## config.mk

```make
export PLATFORM = sky130hd
export DESIGN_NAME = regfile_port_arbiter
export DESIGN_NICKNAME = d
export VERILOG_FILES = /design/src/rtl/regfile_port_arbiter.sv
export SDC_FILE = /design/constraint.sdc
export NUM_CORES = 1
export LEC_CHECK = 0
export BUFFER_PORTS_ARGS = -buffer_cell sky130_fd_sc_hd__buf_4
export CAP_MARGIN = 20
export CELL_PAD_IN_SITES_DETAIL_PLACEMENT = 1
export CELL_PAD_IN_SITES_GLOBAL_PLACEMENT = 1
export CORE_ASPECT_RATIO = 1.75
export CORE_UTILIZATION = 31
export CTS_CLUSTER_DIAMETER = 200
export DETAILED_ROUTE_END_ITERATION = 16
export PLACE_DENSITY_LB_ADDON = 0.1
export SLEW_MARGIN = 15
export SYNTH_ARGS = -nofsm -noshare
export SYNTH_HDL_FRONTEND = slang
export SYNTH_SLANG_ARGS = --single-unit
```

## constraint.sdc

```tcl
create_clock -name clk -period 6.39 [get_ports clk]
set_clock_uncertainty 0.15 [all_clocks]
set_input_delay 1.278 -clock clk [delete_from_list [all_inputs] [get_ports clk]]
set_output_delay 1.278 -clock clk [all_outputs]
set_load 0.05 [all_outputs]
```

## src/rtl/regfile_port_arbiter.sv

```systemverilog
// regfile_port_arbiter: round-robin dual-write / quad-read register file port arbiter with bounded write bursts.
// Define REGFILE_ARB_PERF_EN to add the saturating conflict and read-stall counters.
module regfile_port_arbiter #(
    parameter int NREQ = 4,
    parameter int AW = 5,
    parameter int DW = 64,
    parameter int MAX_WR_BURST = 4
) (
    input  logic               clk,
    input  logic               reset,
    input  logic [NREQ-1:0]    wr_req,
    input  logic [NREQ*AW-1:0] wr_addr,
    input  logic [NREQ*DW-1:0] wr_data,
    output logic [NREQ-1:0]    wr_gnt,
    input  logic               rd_req,
    input  logic [4*AW-1:0]    rd_addr,
    output logic               rd_gnt,
    output logic               rd_valid,
    output logic               rf_w,
    output logic               rf_r,
    output logic [AW-1:0]      rf_write_port,
    output logic [AW-1:0]      rf_write_port2,
    output logic [DW-1:0]      rf_in1,
    output logic [DW-1:0]      rf_in2,
    output logic [AW-1:0]      rf_read_port1,
    output logic [AW-1:0]      rf_read_port2,
    output logic [AW-1:0]      rf_read_port3,
    output logic [AW-1:0]      rf_read_port4
`ifdef REGFILE_ARB_PERF_EN
    ,
    output logic [15:0]        perf_conflict_cnt,
    output logic [15:0]        perf_rd_stall_cnt
`endif
);
    localparam int PW = (NREQ > 1) ? $clog2(NREQ) : 1;
    localparam int SW = $clog2(MAX_WR_BURST + 1);
    typedef enum logic [1:0] {IDLE, WRITE, READ} state_t;
    state_t state, nxt;
    logic [PW-1:0] rr_ptr, rr_nxt, idx, a_idx, b_idx;
    logic [SW-1:0] wr_streak;
    logic found_a, found_b;
    logic [NREQ-1:0] gnt;
`ifdef REGFILE_ARB_PERF_EN
    logic conflict;
`endif
    function automatic logic [PW-1:0] wrap(input int v);
        return PW'(v % NREQ);
    endfunction
    always_comb begin
        nxt = reset ? IDLE
            : (rd_req && (!(|wr_req) || wr_streak >= SW'(MAX_WR_BURST))) ? READ
            : (|wr_req) ? WRITE : IDLE;
        idx = '0;
        a_idx = '0;
        b_idx = '0;
        found_a = 1'b0;
        found_b = 1'b0;
        gnt = '0;
`ifdef REGFILE_ARB_PERF_EN
        conflict = 1'b0;
`endif
        for (int k = 0; k < NREQ; k++) begin
            idx = wrap(int'(rr_ptr) + k);
            if (wr_req[idx] && !found_b) begin
                if (!found_a) begin
                    found_a = 1'b1;
                    a_idx = idx;
                end else if (wr_addr[idx*AW +: AW] != wr_addr[a_idx*AW +: AW]) begin
                    found_b = 1'b1;
                    b_idx = idx;
                end
`ifdef REGFILE_ARB_PERF_EN
                else conflict = 1'b1;
`endif
            end
        end
        if (nxt == WRITE) begin
            gnt[a_idx] = 1'b1;
            if (found_b) gnt[b_idx] = 1'b1;
        end
        rr_nxt = (nxt == WRITE) ? wrap(int'(found_b ? b_idx : a_idx) + 1) : rr_ptr;
    end
    assign wr_gnt = gnt;
    assign rd_gnt = (nxt == READ);
    assign rf_w = (state == WRITE);
    assign rf_r = (state == READ);
    always_ff @(posedge clk) begin
        if (reset) begin
            state <= IDLE;
            rr_ptr <= '0;
            wr_streak <= '0;
            rd_valid <= 1'b0;
            rf_write_port <= '0;
            rf_write_port2 <= '0;
            rf_in1 <= '0;
            rf_in2 <= '0;
            rf_read_port1 <= '0;
            rf_read_port2 <= '0;
            rf_read_port3 <= '0;
            rf_read_port4 <= '0;
        end else begin
            state <= nxt;
            rr_ptr <= rr_nxt;
            rd_valid <= (state == READ);
            wr_streak <= (nxt == WRITE && rd_req)
                ? ((wr_streak == SW'(MAX_WR_BURST)) ? wr_streak : wr_streak + 1'b1) : '0;
            if (nxt == WRITE) begin
                rf_write_port <= wr_addr[a_idx*AW +: AW];
                rf_in1 <= wr_data[a_idx*DW +: DW];
                rf_write_port2 <= wr_addr[(found_b ? b_idx : a_idx)*AW +: AW];
                rf_in2 <= wr_data[(found_b ? b_idx : a_idx)*DW +: DW];
            end
            if (nxt == READ) begin
                rf_read_port1 <= rd_addr[0*AW +: AW];
                rf_read_port2 <= rd_addr[1*AW +: AW];
                rf_read_port3 <= rd_addr[2*AW +: AW];
                rf_read_port4 <= rd_addr[3*AW +: AW];
            end
        end
    end
`ifdef REGFILE_ARB_PERF_EN
    always_ff @(posedge clk) begin
        if (reset) begin
            perf_conflict_cnt <= '0;
            perf_rd_stall_cnt <= '0;
        end else begin
            if (nxt == WRITE && conflict && perf_conflict_cnt != 16'hFFFF)
                perf_conflict_cnt <= perf_conflict_cnt + 16'd1;
            if (rd_req && !rd_gnt && perf_rd_stall_cnt != 16'hFFFF)
                perf_rd_stall_cnt <= perf_rd_stall_cnt + 16'd1;
        end
    end
`endif
endmodule
```

* Word level (Yosys, flattened, before mapping)
Index checks and enable logic that the tools add are counted.
** Word-level totals
- Register bits after elaboration :: 166
- Logic and storage cells :: 112
** Cells by class
- Add/sub/neg operators :: 5
- Multiply operators :: 8
- Magnitude comparators :: 9
- Equality and inequality tests :: 8
- Shift-type cells :: 10
- Muxes and demuxes :: 46
- Bitwise gates (word level) :: 2
- Reduce and logical (&&, ||, !) cells :: 12
** Operators by type and width (count)
- 256-bit by 9-bit indexed part select with 64-bit output :: 2
- 20-bit by 6-bit indexed part select with 5-bit output :: 7
- 2-bit two-way mux :: 19
- 2-bit by 3-bit multiplier with 5-bit output, second input constant :: 7
- 20-bit by 33-bit indexed part select with 5-bit output :: 1
- 32-bit by 3-bit multiplier with 32-bit output, second input constant :: 1
- 1-bit two-way mux :: 19
- 2-bit by 3-bit < comparator with 1-bit output, second input constant :: 6
- 5-bit != test :: 3
- 1-bit binary-select mux with 2-bit select :: 4
- 4-bit two-way mux :: 2
- 2-bit adder, second input constant :: 3
- 1-bit logical AND :: 6
- 1-bit demux with 2-bit select :: 2
- 2-bit by 1-bit equality test with 1-bit output, second input constant :: 2
- 2-bit equality test, second input constant :: 2
- 2-bit by 1-bit greater-or-equal comparator with 1-bit output, second input constant :: 2
- 4-bit bitwise OR :: 1
- 4-bit OR reduction :: 1
- 3-bit by 1-bit adder with 3-bit output, second input constant :: 1
- 3-bit equality test, second input constant :: 1
- 3-bit greater-or-equal comparator, second input constant :: 1
- 1-bit zero test :: 3
- 2-bit by 1-bit adder with 2-bit output, second input constant :: 1
- 3 further kinds :: 3

* Longest topological paths before layout
- Word-level depth :: 25
- Mapped depth :: 22

* Worst setup path before layout
OpenSTA, ideal clock, no wires.
- Path type :: input -> output
- From :: input wr_req[2]
- To :: output wr_gnt[1]
- Data arrival time :: 5396 ps
- Path slack :: -434 ps
- Cell stages on the path :: 19
- Buffers on the path :: 1
- Path through :: buf_2 -> nor2b_1 -> nor2_1 -> nand2_1 -> o21ai_0 -> inv_1 -> ha_1 -> inv_1 -> a221oi_2 -> a211oi_4 -> nor2_4 -> mux4_2 -> xnor2_1 -> o211ai_2 -> o21a_1 -> and2_1 -> o22a_1 -> a2bb2oi_1 -> nor2_1
** Between the ends
- Longest elaborated chain between the ends :: 25
** Ends and longest elaborated chain
- start, declared :: line 11 : input logic [NREQ-1:0] wr_req,
- 1-bit binary-select mux with 2-bit select :: line 64 : if (wr_req[idx] && !found_b) begin
- 1-bit two-way mux (implied by the code) :: line 64
- 2-bit two-way mux :: line 64
- 2-bit by 3-bit multiplier with 5-bit output :: line 68 : end else if (wr_addr[idx*AW +: AW] != wr_addr[a_idx*AW +: AW]) begin
- 20-bit by 6-bit indexed part select with 5-bit output :: line 68
- 5-bit != test :: line 68
- 1-bit two-way mux :: line 68
- 1-bit two-way mux :: line 65 : if (!found_a) begin
- [... 9 more ...]
- 2-bit two-way mux :: line 64
- 2-bit by 3-bit < comparator with 1-bit output (implied by the code) / 2-bit by 1-bit greater-or-equal comparator with 1-bit output (equally long branches) :: line 79 : if (found_b) gnt[b_idx] = 1'b1;
- 1-bit logical AND (implied by the code) :: line 79
- 1-bit two-way mux (implied by the code) :: line 79
- 1-bit demux with 2-bit select :: line 79
- 4-bit bitwise OR (no line)
- 4-bit two-way mux :: line 79
- 4-bit two-way mux * :: line 77 : if (nxt == WRITE) begin
- end, declared :: line 14 : output logic [NREQ-1:0] wr_gnt,
Mark *: on every way between the ends. The rest lies on a longest branch, timed or not. The select of a mux whose other input is x is not followed.

* Worst setup path after layout
- From :: input wr_req[3]
- To :: output wr_gnt[0]
The elaborated chain is that of the path after synthesis.

==> impl_metrics.py <==
metrics = {
    "clock_network": {
        "path_clk_slew_ns": 0.08,
        "cts.htree.levels": 4,
        "postCtsHoldBufs": 0,
        "cts_buffer_depth": 2,
        "clockRootBuffer": "clkbuf_16",
        "clock_latency_ns": 0.46,
        "numCtsBuffers": 17,
        "cts_tree": "built",
        "cts.sinks": 166,
    },
    "timing": {
        "fin_tns_setup_ns": 0,
        "post-route-period-util": 0.969,
        "slew_headroom": 0.259,
        "drv_slew": 0,
        "timing.fmax_mhz": 162,
        "tightest_slew_ns": 1.11,
        "hold_viol": 0,
        "period_minus_slack_ns": 6.19,
        "setup_viol": 0,
    },
    "die": {
        "fp.coreArea_mm2": 0.0368,
        "initial_utilization": 0.314,
        "die_w_um": 148,
        "rows": 93,
        "die_y_um": 257,
        "dieArea_mm2": 0.0381,
        "ioPinCount": 469,
    },
    "route": {
        "antenna_left": 0,
        "wl_per_cell_um": 23.4,
        "drt-vias-per-instance": 5.65,
        "drcViolationCount": 0,
        "drtPass1Iterations": 5,
        "drtIter0Drc": 598,
        "vias": 13941,
        "drt-total-wl_um": 57700,
    },
    "synthesis": {
        "synth-edff-count": 0,
        "synth_top_area_share": 0.287,
        "ys_warn_count": 0,
        "yosysSeqAreaShare": 0.287,
        "synth-seq-cells": 166,
        "async_flop_share": 0,
        "synth_nets": 1892,
        "synthTopCellsByArea": "dfxtp_1 29%, nand2_1 13%, o21ai_0 9.6%, nand3_1 6.7%, mux2_1 6.5%",
        "avgSynthCellArea_um2": 7.29,
        "yosysTopAreaCell": "dfxtp_1",
        "synth_ff_type": "dfxtp_1",
        "synth_cells": 1585,
        "syn-cell-area_mm2": 0.0116,
        "synth_cell_types": 71,
    },
    "critical_path": {
        "cp_common_cell": "buf_4",
        "worstPathMaxFanout": 6,
        "worstPathCellList": "buf_4 > and2_1 > nor2_1 > nand2_1 > o21ai_2 > inv_1 > ha_1 > inv_1 > buf_4 > mux4_2 > xnor2_2 > a311o_1 > buf_4 > o21bai_1 > and2_2 > a22o_1 > a22oi_2 > nor2_4 > buf_4",
        "cp.required_ns": 4.96,
        "end_kind": "primary output",
        "timing.rr.start": "rr_ptr[0]",
        "arrival_ns": 4.76,
        "crit_slowest_cell": "mux4_2",
        "critPathKind": "in -> out",
        "critPathMaxStageDelay_ns": 0.54,
        "critPathLaunchType": "input port",
        "startpoint": "wr_req[3]",
    },
    "cells_and_area": {
        "drive_gt1_frac": 0.306,
        "layout.nets": 2281,
        "area_growth_pct": 40.4,
        "seqCellArea_mm2": 0.00332,
        "nFillCells": 4607,
        "multi_input_area_mm2": 0.00770,
    },
    "flow_run": {
        "drv_cap": 0,
    },
    "power_and_ir_drop": {
        "comb_power_share": 0.735,
        "p_clk_frac": 0.103,
        "p_leak_nw": 7.28,
        "p_total_mw": 10.7,
        "powerDensity_mw_per_mm2": 660,
        "ir_drop_uv": 549,
        "swShare": 0.564,
        "p_int_mw": 4.66,
        "p_sw_mw": 6.04,
        "p_seq_frac": 0.162,
    },
    "global_route": {
        "antenna_found_initial": 5,
        "grt_pass1_vias": 14433,
        "grt_max_degree": 139,
        "grt_pass1_wl_um": 86500,
        "gr-total-overflow": 0,
        "grtUsageTotal": 0.299,
    },
    "status": {
        "outcome": "finished, final reports clean",
    },
    "hold_path": {
        "holdCritPathClass": "reg -> reg",
        "min_from": "rf_read_port2[3]",
    },
    "placed_design": {
        "io_buffers": 468,
        "gp_congestion": 0.864,
        "dp_hpwl_um": 40000,
    },
}
-- cell usage after synthesis (6+ instances only) --
| master | number |
|---|---|
| nand2_1 | 407 |
| o21ai_0 | 221 |
| dfxtp_1 | 166 |
| nand3_1 | 154 |
| clkbuf_1 | 105 |
| a21oi_1 | 97 |
| a221o_1 | 71 |
| nand3b_1 | 69 |
| mux2_1 | 67 |
| mux2i_1 | 31 |
| nor2_1 | 22 |
| buf_2 | 20 |
| mux4_2 | 13 |
| inv_1 | 10 |
| buf_6 | 9 |
| nor2b_1 | 8 |
| xnor2_1 | 8 |
| buf_1 | 6 |
| mux2_2 | 6 |
| o21a_1 | 6 |
-- placed cells by master (no fill, tap or decap), types with 4 or more instances in the layout --
master | netlist | layout
buf_4 | 4 | 506
nand2_1 | 407 | 407
o21ai_0 | 221 | 217
dfxtp_1 | 166 | 166
nand3_1 | 154 | 154
a21oi_1 | 97 | 96
a221o_1 | 71 | 71
nand3b_1 | 69 | 69
mux2_1 | 67 | 67
mux2i_1 | 31 | 31
nor2_1 | 22 | 17
clkbuf_16 | 0 | 17
mux4_2 | 13 | 13
inv_1 | 10 | 10
nor2b_1 | 8 | 7
buf_12 | 0 | 7
diode_2 | 0 | 6
mux2_2 | 6 | 6
nor2_4 | 1 | 6
xnor2_1 | 8 | 6
nor3_1 | 5 | 5
and2_1 | 5 | 4
o21ai_2 | 2 | 4
o21a_1 | 6 | 4
xor2_1 | 4 | 4
ha_1 | 4 | 4
inv_6 | 0 | 4
clkinv_8 | 0 | 4
-- area by class of cell --
class	instances	area share
diodes	6	0.000925
clock buffers	17	0.0262
clock inverters	15	0.0113
inverters	11	0.00254
multi-input cells	1264	0.474
flip-flops and latches	166	0.205
well taps	475	0.0366
repair buffers	514	0.243
-- metal layers --
layer / up-vias / GRT usage / part of all wire
li1: 6440 / - / -
met1: 6885 / 0.318 / 0.37
met2: 477 / 0.540 / 0.52
met3: 139 / 0.0649 / 0.057
met4: 0 / 0.164 / 0.052
met5: - / 0 / 0
-- metrics by stage --
step | std cells | hold WS [ns] | setup WS (ns) | area, µm² | utilization
2_1_floorplan | 1585 | 0.308 | -0.0240 | 11600 | -
3_3_place_gp | 2427 | 0.294 | 0.135 | 15500 | 0.422
3_5_place_dp | 2427 | 0.299 | -0.0181 | 15500 | 0.422
4_1_cts | 2459 | 0.310 | 0.0705 | 16100 | 0.439
5_1_grt | 2468 | 0.328 | -0.0157 | 16200 | 0.441
6_report | 2468 | 0.308 | 0.201 | 16200 | 0.441
-- worst max-delay path: cells and delay by family --
family / cells / cell delay, ns
simple gates: 5 / 0.68
xor+xnor: 1 / 0.15
buf+inv: 6 / 0.82
fa+ha+maj: 1 / 0.20
compound gates: 5 / 1.06
mux: 1 / 0.54
-- flip-flops by register name, summed over array words and instances, names as in the netlist, 3 cells and up --
name,count
rf_in1,64
rf_in2,64
rf_read_port1,5
rf_read_port2,5
rf_read_port3,5
rf_read_port4,5
rf_write_port2,5
rf_write_port,5
wr_streak,3
-- logic make-up after synthesis --
logic type / synth area share
simple gates: 0.273
compound gates: 0.238
flops: 0.287
buf+inv: 0.0596
mux: 0.127
xor+xnor: 0.00909
fa+ha+maj: 0.00520
-- worst paths after layout --
| path | to | slack, ns | cells past startpoint |
|---|---|---|---|
| min | rf_read_port2[3] | 0.31 | 2 |
| max reg2reg | rf_in2[4] | 1.02 | 18 |
| max | wr_gnt[0] | 0.20 | 19 |
| min reg2reg | rf_read_port2[3] | 0.31 | 2 |
-- timing repair --
action                                  in CTS  in global routing
endpoints found under the setup margin       1                  4
buffers inserted                             0                  3
pin swaps                                    0                  4
endpoints found under the hold margin        0                  0
gates resized for setup                      2                 12
-- power groups by stage --
stage / clock network [mW] / logic (mW) / registers [mW]
after floorplan: 0 / 4.00 / 3.11
after global placement: 0 / 7.69 / 1.74
after detailed placement: 0 / 7.79 / 1.75
after CTS: 1.13 / 7.82 / 1.74
after global routing: 1.17 / 8.41 / 1.78
final: 1.10 / 7.87 / 1.74
Power figures use the tool's default switching activity.
